===== src/rtl/counter_step_monitor.sv =====
// counter_step_monitor: classifies counter steps, locks onto a clean stream, reports wraps/errors
module counter_step_monitor #(
  parameter int WIDTH      = 4,
  parameter int LOCK_CNT   = 3,
  parameter int ERR_LIMIT  = 2,
  parameter int WRAP_CNT_W = 8
) (
  input  logic                  clk,
  input  logic                  reset_n,
  input  logic [WIDTH-1:0]      counter_in,
  input  logic                  clear,
  output logic                  locked,
  output logic                  dir_down,
  output logic                  wrap_pulse,
  output logic                  wrap_dir,
  output logic                  step_err,
  output logic [WRAP_CNT_W-1:0] wrap_count,
  output logic [WRAP_CNT_W-1:0] err_count
);
  localparam int GW = $clog2(LOCK_CNT + 1);
  localparam int BW = $clog2(ERR_LIMIT + 1);
  localparam logic [GW-1:0] LOCK_V = GW'(LOCK_CNT);
  localparam logic [BW-1:0] ERR_V = BW'(ERR_LIMIT);
  localparam logic [WIDTH-1:0] ONE = WIDTH'(1);
  typedef enum logic [1:0] {IDLE, ACQUIRE, LOCKED} state_t;
  state_t state, state_nxt;
  logic [WIDTH-1:0] prev, delta;
  logic [GW-1:0] good_cnt, good_nxt;
  logic [BW-1:0] bad_cnt, bad_nxt;
  logic is_up, is_dn, legal, is_jump, wrap, wrap_ev, err_ev;
  assign delta = counter_in - prev;
  assign is_up = delta == ONE;
  assign is_dn = &delta;
  assign legal = is_up | is_dn;
  assign is_jump = !legal && |delta;
  assign wrap = (is_up && &prev) || (is_dn && ~|prev);
  assign locked = state == LOCKED;
  always_comb begin
    state_nxt = state;
    good_nxt = good_cnt;
    bad_nxt = bad_cnt;
    wrap_ev = 1'b0;
    err_ev = 1'b0;
    case (state)
      IDLE: begin
        state_nxt = ACQUIRE;
        good_nxt = '0;
        bad_nxt = '0;
      end
      ACQUIRE: begin
        if (legal) begin
          good_nxt = good_cnt + 1'b1;
          if (good_nxt == LOCK_V) begin
            state_nxt = LOCKED;
            bad_nxt = '0;
            wrap_ev = wrap;
          end
        end else if (is_jump) begin
          good_nxt = '0;
          err_ev = 1'b1;
        end
      end
      LOCKED: begin
        if (legal) begin
          bad_nxt = '0;
          wrap_ev = wrap;
        end else if (is_jump) begin
          err_ev = 1'b1;
          bad_nxt = bad_cnt + 1'b1;
          if (bad_nxt == ERR_V) begin
            state_nxt = ACQUIRE;
            good_nxt = '0;
          end
        end
      end
      default: state_nxt = IDLE;
    endcase
  end
  always_ff @(posedge clk or negedge reset_n) begin
    if (!reset_n) begin
      state <= IDLE;
      prev <= '0;
      good_cnt <= '0;
      bad_cnt <= '0;
      dir_down <= 1'b0;
      wrap_pulse <= 1'b0;
      wrap_dir <= 1'b0;
      step_err <= 1'b0;
      wrap_count <= '0;
      err_count <= '0;
    end else begin
      state <= state_nxt;
      prev <= counter_in;
      good_cnt <= good_nxt;
      bad_cnt <= bad_nxt;
      wrap_pulse <= wrap_ev;
      step_err <= err_ev;
      if (wrap_ev) wrap_dir <= is_dn;
      if (legal && state != IDLE) dir_down <= is_dn;
      wrap_count <= clear ? '0 : (wrap_ev && ~&wrap_count) ? wrap_count + 1'b1 : wrap_count;
      err_count <= clear ? '0 : (err_ev && ~&err_count) ? err_count + 1'b1 : err_count;
    end
  end
endmodule


===== config.mk =====
export PLATFORM = sky130hd
export DESIGN_NAME = counter_step_monitor
export DESIGN_NICKNAME = d
export VERILOG_FILES = /design/src/rtl/counter_step_monitor.sv
export SDC_FILE = /design/constraint.sdc
export NUM_CORES = 1
export LEC_CHECK = 0
export BUFFER_PORTS_ARGS = -buffer_cell sky130_fd_sc_hd__buf_2
export CAP_MARGIN = 10
export CORE_MARGIN = 8
export CORE_UTILIZATION = 60
export DETAILED_ROUTE_END_ITERATION = 10
export GPL_TIMING_DRIVEN = 0
export PLACE_DENSITY = 0.84
export SETUP_SLACK_MARGIN = 0.3
export SYNTH_ARGS = -nofsm -noshare
export SYNTH_HDL_FRONTEND = slang
export SYNTH_SLANG_ARGS = --single-unit

===== constraint.sdc =====
create_clock -name clk -period 4.32 [get_ports clk]
set_input_delay 0.216 -clock clk [delete_from_list [all_inputs] [get_ports clk]]
set_output_delay 0.216 -clock clk [all_outputs]
set_load 0.005 [all_outputs]

[Word level (Yosys, flattened, before mapping)]
Cells that the tools add are included.
Cells by class
  add/subtract/negate cells: 5
  eq/ne operators: 12
  multiplexer cells: 28
  bitwise logic cells: 1
  reductions and logical operators: 26
Operators by type and width (number)
  two-way mux 8 bit: 4
  two-way mux 2 bit: 14
  case mux 2 bit (3 select lines): 3
  adder 8 x 1 -> 8 bit (second input constant): 2
  AND reduction 8 bit: 2
  AND reduction 4 bit: 3
  AND reduction 5 bit: 2
  OR reduction 4 bit: 2
  == test 2 bit (second input constant): 3
  logical AND 1 bit: 6
  two-way mux 1 bit: 6
  inequality test 2 bit (second input constant): 3
  nonzero test 2 bit: 3
  adder 2 x 1 -> 2 bit (second input constant): 2
  == test 4 x 1 -> 1 bit (second input constant): 1
  logical NOT 1 bit: 4
  inequality test 2 x 1 -> 1 bit (second input constant): 2
  subtractor 4 bit: 1
  inequality test 3 x 1 -> 1 bit (second input constant): 1
  inequality test 3 bit (second input constant): 1
  nonzero test 3 bit: 1
  == test 2 x 1 -> 1 bit (second input constant): 1
  logical NOT 2 bit: 1
  case mux 1 bit (2 select lines): 1
  other kinds (3): 3
Storage, ports and cells
  register bits after elaboration: 30
  input port bits: 7
  output and inout port bits: 21
  logic and storage cells: 82

[Longest topological paths before layout]
  depth after elaboration: 11
  depth in mapped cells: 11
  gate-level depth less buffers: 10

[Least setup slack after synthesis]
OpenSTA, ideal clock, no wires.
  path kind: register to register
  start point: register prev[0]
  end point: register wrap_count[6]
  library setup time: 0.078 ns
  data arrival time: 2.599 ns
  required time: 4.242 ns
  slack: 1.644 ns
  stages on the path, launching flop included: 11
  path buffers: 1
  path through: dfrtp_1 > ha_1 > inv_1 > fa_1 > xor2_1 > or4_4 > a211oi_2 > nor2_1 > buf_6 > or4_1 > a21oi_1
Between the ends
  longest elaborated chain between the ends: 9
RTL lines
  from (decl): line 27  | logic [WIDTH-1:0] prev, delta;
  from (signal assigned): line 93  | prev <= counter_in;
  subtractor 4 bit / OR reduction 4 bit (equally long branches): line 31, 36
  == test 4 x 1 -> 1 bit, or another cell as far along: line 32  | assign is_up = delta == ONE;
  logical AND 1 bit: line 36  | assign wrap = (is_up && &prev) || (is_dn && ~|prev);
  logical OR 1 bit: line 36
  two-way mux 1 bit: line 53  | if (good_nxt == LOCK_V) begin
  two-way mux 1 bit: line 51  | if (legal) begin
  case mux 1 bit (2 select lines) *: line 44  | case (state)
  logical AND 1 bit *: line 100  | wrap_count <= clear ? '0 : (wrap_ev && ~&wrap_count) ? wrap_count + 1'b1 : wrap_count;
  nonzero test 2 bit (no line) *
  to (signal assigned): line 100
  to (decl): line 17  | output logic [WRAP_CNT_W-1:0] wrap_count,
Every way passes the cells marked *; elsewhere a longest branch is shown, timed or not.
A chain may end at the register's enable or synchronous reset.

[Final worst setup path]
  start point: input port counter_in[0]
  end point: register wrap_count[6]
Between the ends
  longest elaborated chain between the ends: 9
RTL lines
  from (decl): line 10  | input logic [WIDTH-1:0] counter_in,
  subtractor 4 bit *: line 31  | assign delta = counter_in - prev;
  == test 4 x 1 -> 1 bit / AND reduction 4 bit (equally long branches): line 32, 33
  logical AND 1 bit: line 36
  logical OR 1 bit: line 36
  two-way mux 1 bit: line 53
  two-way mux 1 bit: line 51
  case mux 1 bit (2 select lines) *: line 44
  logical AND 1 bit *: line 100
  nonzero test 2 bit (no line) *
Marks and branches as above.

==> summary.txt <==
Status
  • Run status: finished, final reports clean

Layout
  • Finished Layout Cells: 251
  • ANT cells: 0
  • Area Overhead vs Synth: 14.07%
  • Layout cells sized above 1: 19.72%
  • Final net count: 238

Yosys
  • Synth cell count leaders: dfrtp_1, a21oi_1, inv_1
  • Cell area after synthesis: 0.001797 sq mm
  • Register area share after synthesis: 41.78%
  • Share of the synthesized area in the top cell type: a little over two fifths
  • Seq cells post-synth: 30
  • Synth async-reset ratio: 100.0%
  • Synth area leaders: dfrtp_1, ha_1, a21oi_1
  • Count leader, synth: dfrtp_1
  • Distinct cells, synth: 47
  • Post-synth EDFFs: 0
  • Top_reg_cell synth: dfrtp_1
  • Ys Warns: 0
  • Cells after Synth: 183
  • Syn_nets: 202
  • Leading area contributor after synthesis: dfrtp_1
  • Syn Area/Cell: 9.818 sq um

Timing
  • RSZ-0062 raised after global routing: no
  • Part of the cycle the worst path needs: roughly three quarters
  • Final Hold Viols: 0
  • Slew @ Worst Pin: between 0.6 and 0.7 ns
  • Slew HR: 55.45%
  • Clock skew: 0.01179 ns
  • Final setup violation count: 0
  • Final setup margin: 1.081 ns
  • Crit path time final: 3.239 ns
  • Slew Viols, Final: 0
  • Setup TNS: 0 ns
  • Fmax: 0.3088 GHz

Critical path
  • Worst path max stage delay: roughly 0.54 ns
  • Worst Path Arrival: 3.49 ns
  • Worst setup SP type: primary input
  • Delay-heaviest family, CP: simple AND/OR/NAND/NOR gates
  • Data required time of the worst path: 4.57 ns
  • Slowest CP cell: dlygate4sd3_1
  • Critical Path Fanout Max: 10
  • Critical Path End Type: register
  • CP dominant cell by count: inv_1
  • WS Path Type: primary input to register
  • Crit path buf inv count: 5
  • CP Cell Sequence: dlygate4sd3_1 > buf_2 > inv_1 > ha_1 > inv_1 > fa_1 > xor2_1 > or4_4 > a211oi_2 > nor2_1 > buf_6 > or4_1 > a21oi_1

CTS
  • Root Driver: clkbuf_4
  • CTS tree: yes
  • Clk buf depth: 2
  • Clk sinks: 30
  • Worst skew pair latency: 0.33 ns
  • Clock transition at path regs: ~0.090 ns
  • CTS HTree Levels: 2
  • Cts-stage hold buffer count: 3
  • Postcts setup bufs: 0
  • Post-CTS resize count: 0
  • CTS Buf Count: 5

Job
  • Max Cap Viol: 0

Global route
  • Tot GR Track Use: 16.56%
  • Largest net degree at the start of global routing: 31
  • Initial antenna violation count: 0
  • First-pass GRT wire length: roughly 6.8 mm
  • GRT overflow: 0
  • Vias in the first global route: 1599

Routing
  • Vias: 1548
  • Starting DRC count in detailed routing: 112
  • Routed Antenna Nets: 0
  • Wire length per cell: between 15 and 20 um
  • First-pass iteration count of the detailed router: 4
  • Via density per instance: 6.167
  • Final WL: 3.991 mm
  • Post-route DRC: 0

Die
  • Core ar.: a little under 0.003 sq mm
  • Die height: around 70 um
  • Ports: 28
  • Row Count: 20
  • Die width: 70.72 um
  • Die area: ~0.0050 sq mm
  • Initial core utilization: 60.85%

Placed design
  • Placement Setup Slack: 1.321 ns
  • Port bufs: 26
  • Final HPWL DP: 3.015 mm
  • GP Congestion: 0.8291
  • Placed Cells: around 240

Pwr
  • Max IR drop VDD: 0.0002733 V
  • Pwr per Cell Area: about 350 mW/mm^2
  • Leakage: 0.0009547 uW

Worst hold path
  • Hold Path Class: primary input to register
layout by cell type (no fill, tap or decap), types with 2 or more instances in the layout:
cell type,netlist,routed
or4_1,6,6
o21ai_0,10,10
nor3_1,2,2
nand3_1,7,7
or4_4,2,2
o22ai_1,3,3
dlygate4sd3_1,0,3
buf_2,2,28
o21ai_1,3,3
mux2i_1,4,4
nor2_1,11,11
clkbuf_1,2,2
o31ai_1,4,4
xnor2_1,2,2
nand2_1,7,7
clkbuf_4,0,5
xor2_1,6,6
a21o_1,3,3
dfrtp_1,30,30
nand4_1,6,6
ha_1,11,11
a21oi_1,16,16
inv_1,14,14
nand2b_1,2,2
or3_1,6,6
sequential cells by signal, summed over array words and instances, names as in the netlist:
signal	cells
state	2
prev	4
wrap_dir	1
wrap_count	8
good_cnt	2
err_count	8
bad_cnt	2
step_err	1
wrap_pulse	1
dir_down	1
report_power, final:
part	switching, uW	internal (uW)
sequential	21.0	305
clock	94.4	73.2
combinational	126	92.2
per-stage QoR:
stage          power [uW]  hold slack [ns]  cell area [sq um]  utilization, %
6_report            712.4          0.03445               2049           69.41
5_1_grt             754.6          0.01776               2049           69.41
4_1_cts             716.5          0.02278               2049           69.41
3_5_place_dp        547.7           0.2867               1968           66.65
3_3_place_gp        533.1           0.2751               1968           66.65
2_1_floorplan       486.0         -0.07959               1797               -
metal layers:
metal  vias to the layer above  wire length (um)  track usage [%]
met5                         -                 0                0
met4                         0                53            8.776
met3                         7               184            5.085
met2                        32              2018            28.01
met1                       764              1735            18.17
li1                        745                 -                -
path summary, 6_finish.rpt:
path	start	end	slack, ns	depth (start not counted)
max in group asynchronous	reset_n	state[1]$_DFFE_PN0P_	3.43	2
worst max-delay path	counter_in[0]	wrap_count[6]$_DFFE_PN0P_	1.08	13
worst min-delay path	counter_in[1]	prev[1]$_DFF_PN0_	0.03	1
worst max register to register	prev[0]$_DFF_PN0_	wrap_count[6]$_DFFE_PN0P_	1.27	10
min in group asynchronous	reset_n	prev[1]$_DFF_PN0_	0.44	2
worst min register to register	good_cnt[0]$_DFFE_PN0P_	good_cnt[0]$_DFFE_PN0P_	0.48	1
area by class of cell:
class | count | area (sq um)
Multi-Input combinational cell | 133 | 960.9
Fill cell | 223 | 903.4
Sequential cell | 30 | 750.7
Timing Repair Buffer | 29 | 160.2
Inverter | 14 | 52.55
Clock buffer | 6 | 51.30
Tap cell | 33 | 41.29
Buffer | 6 | 32.53
cell families (layout without fill, tap and decap cells):
logic type,after synthesis,in the layout,share of synthesized area [%]
simple gates,60,60,21.31
compound gates,49,49,17.27
flops,30,30,41.78
buf+inv,20,55,4.735
fa+ha+maj,12,12,8.774
xor+xnor,8,8,3.900
mux,4,4,2.229
Note: power is estimated with default switching activity, not from simulation.
